`src/rtl/alu_pkg.sv`:
```
// Shared ALU definitions: CCR flag layout, per-op update masks and condition-code encodings.
package alu_pkg;

  localparam int unsigned C_BIT = 3;
  localparam int unsigned V_BIT = 2;
  localparam int unsigned N_BIT = 1;
  localparam int unsigned Z_BIT = 0;

  localparam logic [3:0] C_MASK = 4'b1000;
  localparam logic [3:0] V_MASK = 4'b0100;
  localparam logic [3:0] N_MASK = 4'b0010;
  localparam logic [3:0] Z_MASK = 4'b0001;

  // Logic ops leave carry/overflow alone; arithmetic ops update every flag.
  localparam logic [3:0] MASK_LOGIC = N_MASK | Z_MASK;
  localparam logic [3:0] MASK_ARITH = C_MASK | V_MASK | N_MASK | Z_MASK;

  typedef enum logic [3:0] {
    COND_AL = 4'd0,
    COND_NV = 4'd1,
    COND_EQ = 4'd2,
    COND_NE = 4'd3,
    COND_MI = 4'd4,
    COND_PL = 4'd5,
    COND_CS = 4'd6,
    COND_CC = 4'd7,
    COND_VS = 4'd8,
    COND_VC = 4'd9,
    COND_HI = 4'd10,
    COND_LS = 4'd11,
    COND_GE = 4'd12,
    COND_LT = 4'd13,
    COND_GT = 4'd14,
    COND_LE = 4'd15
  } cond_e;

  function automatic logic [3:0] merge_ccr(input logic [3:0] ccr, input logic [3:0] flags,
                                           input logic [3:0] mask);
    return (ccr & ~mask) | (flags & mask);
  endfunction

endpackage

```
`src/rtl/ccr_cond_eval.sv`:
```
// Combinational branch-condition evaluation of a CCR value; shared with the sequencer.
module ccr_cond_eval
  import alu_pkg::*;
(
  input  logic [3:0] ccr,
  input  logic [3:0] cond_sel,
  output logic       cond_true
);

  logic c, v, n, z;

  always_comb begin
    c = ccr[C_BIT];
    v = ccr[V_BIT];
    n = ccr[N_BIT];
    z = ccr[Z_BIT];
    cond_true = 1'b0;
    unique case (cond_e'(cond_sel))
      COND_AL: cond_true = 1'b1;
      COND_NV: cond_true = 1'b0;
      COND_EQ: cond_true = z;
      COND_NE: cond_true = ~z;
      COND_MI: cond_true = n;
      COND_PL: cond_true = ~n;
      COND_CS: cond_true = c;
      COND_CC: cond_true = ~c;
      COND_VS: cond_true = v;
      COND_VC: cond_true = ~v;
      COND_HI: cond_true = ~c & ~z;
      COND_LS: cond_true = c | z;
      COND_GE: cond_true = n ~^ v;
      COND_LT: cond_true = n ^ v;
      COND_GT: cond_true = ~z & (n ~^ v);
      COND_LE: cond_true = z | (n ^ v);
    endcase
  end

endmodule

```
`src/rtl/alu_ccr_writeback.sv`:
```
// ALU writeback stage: merges flags into the architectural CCR and queues {R, CCR} for the
// register file; also evaluates branch conditions against the committed CCR.
module alu_ccr_writeback
  import alu_pkg::*;
#(
  parameter int unsigned OP_SIZE = 4,
  parameter int unsigned DEPTH   = 2
) (
  input  logic               clk,
  input  logic               rst,
  input  logic               in_valid,
  output logic               in_ready,
  input  logic [OP_SIZE-1:0] in_r,
  input  logic [3:0]         in_ccr,
  input  logic [3:0]         in_mask,
  input  logic               ccr_we,
  input  logic [3:0]         ccr_wdata,
  output logic               out_valid,
  input  logic               out_ready,
  output logic [OP_SIZE-1:0] out_r,
  output logic [3:0]         out_ccr,
  output logic [3:0]         ccr,
  input  logic [3:0]         cond_sel,
  output logic               cond_true
);

  localparam int unsigned PtrW = (DEPTH > 1) ? $clog2(DEPTH) : 1;
  localparam int unsigned CntW = $clog2(DEPTH) + 1;

  logic [OP_SIZE-1:0] r_mem_q   [DEPTH];
  logic [3:0]         ccr_mem_q [DEPTH];
  logic [PtrW-1:0]    wr_ptr_q, wr_ptr_d;
  logic [PtrW-1:0]    rd_ptr_q, rd_ptr_d;
  logic [CntW-1:0]    count_q, count_d;
  logic [3:0]         ccr_q, ccr_d;
  logic [3:0]         merged;
  logic               push, pop;

  assign in_ready  = (count_q != CntW'(DEPTH));
  assign out_valid = (count_q != '0);
  assign push      = in_valid & in_ready;
  assign pop       = out_valid & out_ready;
  assign merged    = merge_ccr(ccr_q, in_ccr, in_mask);

  // Head is forced to zero when empty so stale storage never shows on the outputs.
  assign out_r   = out_valid ? r_mem_q[rd_ptr_q] : '0;
  assign out_ccr = out_valid ? ccr_mem_q[rd_ptr_q] : '0;
  assign ccr     = ccr_q;

  always_comb begin
    wr_ptr_d = push ? wr_ptr_q + PtrW'(1) : wr_ptr_q;
    rd_ptr_d = pop ? rd_ptr_q + PtrW'(1) : rd_ptr_q;
    count_d  = count_q;
    if (push && !pop) begin
      count_d = count_q + CntW'(1);
    end else if (pop && !push) begin
      count_d = count_q - CntW'(1);
    end
    // Direct load overrides the merge; the queued snapshot still carries the merge.
    ccr_d = ccr_q;
    if (ccr_we) begin
      ccr_d = ccr_wdata;
    end else if (push) begin
      ccr_d = merged;
    end
  end

  always_ff @(posedge clk or posedge rst) begin
    if (rst) begin
      wr_ptr_q <= '0;
      rd_ptr_q <= '0;
      count_q  <= '0;
      ccr_q    <= '0;
      for (int i = 0; i < int'(DEPTH); i++) begin
        r_mem_q[i]   <= '0;
        ccr_mem_q[i] <= '0;
      end
    end else begin
      wr_ptr_q <= wr_ptr_d;
      rd_ptr_q <= rd_ptr_d;
      count_q  <= count_d;
      ccr_q    <= ccr_d;
      if (push) begin
        r_mem_q[wr_ptr_q]   <= in_r;
        ccr_mem_q[wr_ptr_q] <= merged;
      end
    end
  end

  ccr_cond_eval u_cond_eval (
    .ccr       (ccr_q),
    .cond_sel  (cond_sel),
    .cond_true (cond_true)
  );

endmodule

```
`config.mk`:
```
export PLATFORM = sky130hd
export DESIGN_NAME = alu_ccr_writeback
export DESIGN_NICKNAME = d
export VERILOG_FILES = /design/src/rtl/alu_pkg.sv /design/src/rtl/ccr_cond_eval.sv /design/src/rtl/alu_ccr_writeback.sv
export SDC_FILE = /design/constraint.sdc
export NUM_CORES = 1
export LEC_CHECK = 0
export ABC_AREA = 0
export CAP_MARGIN = 10
export CORE_MARGIN = 3
export CORE_UTILIZATION = 35
export CTS_CLUSTER_DIAMETER = 200
export DETAILED_ROUTE_END_ITERATION = 10
export GPL_TIMING_DRIVEN = 0
export HOLD_SLACK_MARGIN = 0.12
export PLACE_DENSITY = 0.71
export SETUP_SLACK_MARGIN = 0.5
export SYNTH_ARGS = -nofsm -noshare
export SYNTH_HDL_FRONTEND = slang
export SYNTH_SLANG_ARGS = --single-unit
```
`constraint.sdc`:
```
create_clock -name clk -period 1.9 [get_ports clk]
set_input_delay 0.19 -clock clk [delete_from_list [all_inputs] [get_ports clk]]
set_output_delay 0.19 -clock clk [all_outputs]
set_load 0.02 [all_outputs]
```
==> out/qor.csv <==
metric,value,unit
status,"finished, final reports clean",
slowest CP cell,dfrtp_2,
vias per cell,4.77,
Placeable Area,3470,um^2
clk buf depth,2,
GRT Total Usage,14.3,%
R2R Setup Slk,0.43,ns
Mapped Cells,122,
met1 Use GR,16.9,%
Hold Crit Class,primary input to asynchronous set/reset pin,
global-route layer with the greatest usage,met2,
"Clk Latency, worst-skew pair",0.26,ns
CP startpoint kind,flip-flop,
first-pass GRT wire length,4.93,mm
total CTS buffers,3,
Yosys top cell by area,dfrtp_1,
io pins,40,
row count,21,
drt drc,0,
placed cell count,206,
setup TNS,0,ns
largest net degree at the start of global routing,25,
Port Buffer Count,38,
clk slew on worst S/H paths,0.09,ns
worst r2r path cells,7,
Worst Tran Pin Value,0.882,ns
final instance area,2100,um^2
GRT met2 Usage,26.7,%
clk sinks,24,
clk root buf,clkbuf_8,
CP Max Fanout,3,
Starting Density,37.5,%
Die Y-Extent,67.0,um
capturing element type of the critical path,output port,
Post-DRT Antenna Nets,0,
"IR drop worst, VDD",0.000542,V
CP Data Required Time,1.71,ns
CTS tree,done,
met3 GRT Util,1.18,%
critical path type,flip-flop to output port,
Placement Cell Area,1770,um^2
Area Growth Syn to Fin,61.2,%
Max-Cap Viols,0,
final period utilization,96.3,%
most frequent cell after synthesis,dfrtp_1,
DRT Wirelength,3.30,mm
"top cells by count, synth","24 x dfrtp_1, 17 x mux2i_1, 14 x nand2_1, 14 x o21ai_0, 10 x nor2_1",
"EDFF count, synth",0,
final net count,212,
Syn Nets,148,
synthesized cell area,1300,um^2
grt total ovfl,0,
1st-pass router iterations,3,
routed via count,1102,
critical-path cell list,xor2_2 > o31ai_2 > xor2_1 > a311o_1 > buf_6,
DR WL/cell,14.3,um
Final Setup Violations,0,
Slew Limit Headroom,41.1,%
Layout Cells excl Fill,231,
Peak Freq,0.546,GHz
Final Skew,0.00966,ns
top-area cell type share of the netlist area,46.2,%
Yosys reg bits,24,
H-tree levels,1,
routability congestion estimate,0.870,
"Power, Total",3.23,mW
worst r2r src,count_q[0]$_DFFE_PP0P_,
register area share after synthesis,46.2,%
Lkg Pwr,0.968,nW
post-DP HPWL,2.22,mm
RR Endpoint,count_q[1]$_DFFE_PP0P_,
crit path time final,1.83,ns
"CP delay by family, top",compound AO/OA/AOI/OAI gates,
most frequently used flop master after synthesis,dfrtp_1,
Unique masters post-synth,27,
ranking of synthesized cells by area,"dfrtp_1 46%, mux2i_1 13%, mux2_2 6.9%",
Antenna Cells,0,
PD cells,1540,nW/um^2
worst path bufs/invs,1,
number of global-route vias before repair,1108,
initial DRC count,29,
"Hold Vio Cnt, Final",0,
RSZ-0062 raised after global routing,true,
proportion of layout cells with a drive suffix above 1,38.4,%
Die ar.,4490,um^2
asr flop ratio synth,100,%
fin. max-slew vios,0,
initial antenna violation count,0,
Avg Inst Size Synth,10.7,um^2
max incr delay on CP,0.44,ns
Worst Path Arrival,1.64,ns
Die Span X,67.0,um
YS warnings,0,
==> timing repair <==
action,4_1_cts,5_1_grt
pin swaps,9,5
hold buffers,0,0
setup buffers,14,7
endpoints found under the setup margin,21,17
resized for setup,71,26
==> report_power, final <==
group	switching [mW]	internal (mW)
clock	0.151	0.149
sequential	0.161	0.741
combinational	0.900	1.13
==> worst max path at each step <==
stage,cells after the start,to,start
2_1_floorplan,4,cond_true,ccr[2]$_DFFE_PP0P_
5_1_grt,5,cond_true,ccr[1]$_DFFE_PP0P_
6_report,5,cond_true,ccr[1]$_DFFE_PP0P_
3_5_place_dp,6,cond_true,cond_sel[1]
3_3_place_gp,6,cond_true,cond_sel[1]
4_1_cts,5,cond_true,ccr[1]$_DFFE_PP0P_
==> metrics by stage <==
stage | hold slack, ns | utilization [%] | setup WS [ns]
after floorplan | 0.204 | - | 0.376
after global placement | 0.462 | 51.0 | -0.360
after detailed placement | 0.471 | 51.0 | -0.456
after CTS | 0.462 | 56.3 | 0.0726
after global routing | 0.484 | 60.5 | -0.0390
final | 0.420 | 60.5 | 0.0701
==> sequential cells by signal, summed over array words and instances, names as in the netlist <==
| name | flops |
|---|---|
| ccr | 4 |
| rd_ptr_q | 1 |
| wr_ptr_q | 1 |
| ccr_mem_q | 8 |
| r_mem_q | 8 |
| count_q | 2 |
==> worst register-to-register path, delay by kind of cell (launching register included) <==
kind                       cells  cell delay, ns
adders and majority gates      1            0.16
DFF                            1            0.41
buffers and inverters          1            0.13
xor gates and xnor gates       2            0.31
and+or+nand+nor                3            0.38
==> layout by cell type, fill, tap and decap left out, drive strengths merged <==
cell / n
o31ai: 1
o21ai: 14
a21oi: 1
nand2b: 2
a211o: 1
mux2: 8
buf: 35
nor2: 10
nand3: 5
o32ai: 1
clkdlybuf4s50: 21
a221oi: 1
dlygate4sd2: 5
clkbuf: 6
clkdlybuf4s15: 1
mux2i: 17
or2: 1
xnor2: 2
xor2: 7
and2: 1
inv: 3
ha: 1
a311o: 1
nand3b: 1
nand2: 14
dfrtp: 24
nor2b: 1
==> cell families after synthesis <==
family                   after synthesis  synth area share (%)
AND/OR/NAND/NOR                       35                  13.8
multiplexers                          25                  20.0
flip-flops                            24                  46.2
AO/OA/AOI/OAI                         20                  9.14
XOR/XNOR                               9                  6.06
buffers and inverters                  8                  3.94
adder cells (fa/ha/maj)                1                 0.961
==> area by class of cell <==
type | count | area [um^2]
multi-input cells | 90 | 749
clock buffers | 4 | 45.0
well taps | 46 | 57.6
inverters | 3 | 11.3
fillers | 295 | 1370
repair buffers | 59 | 571
flip-flops and latches | 24 | 606
plain buffers | 5 | 57.6
==> per-layer routing <==
metal	wire length (um)	up-vias
met3	82	4
met1	1360	534
met2	1820	21
met4	32	0
met5	0	-
li1	-	543
Note: power is estimated with default switching activity, not from simulation.
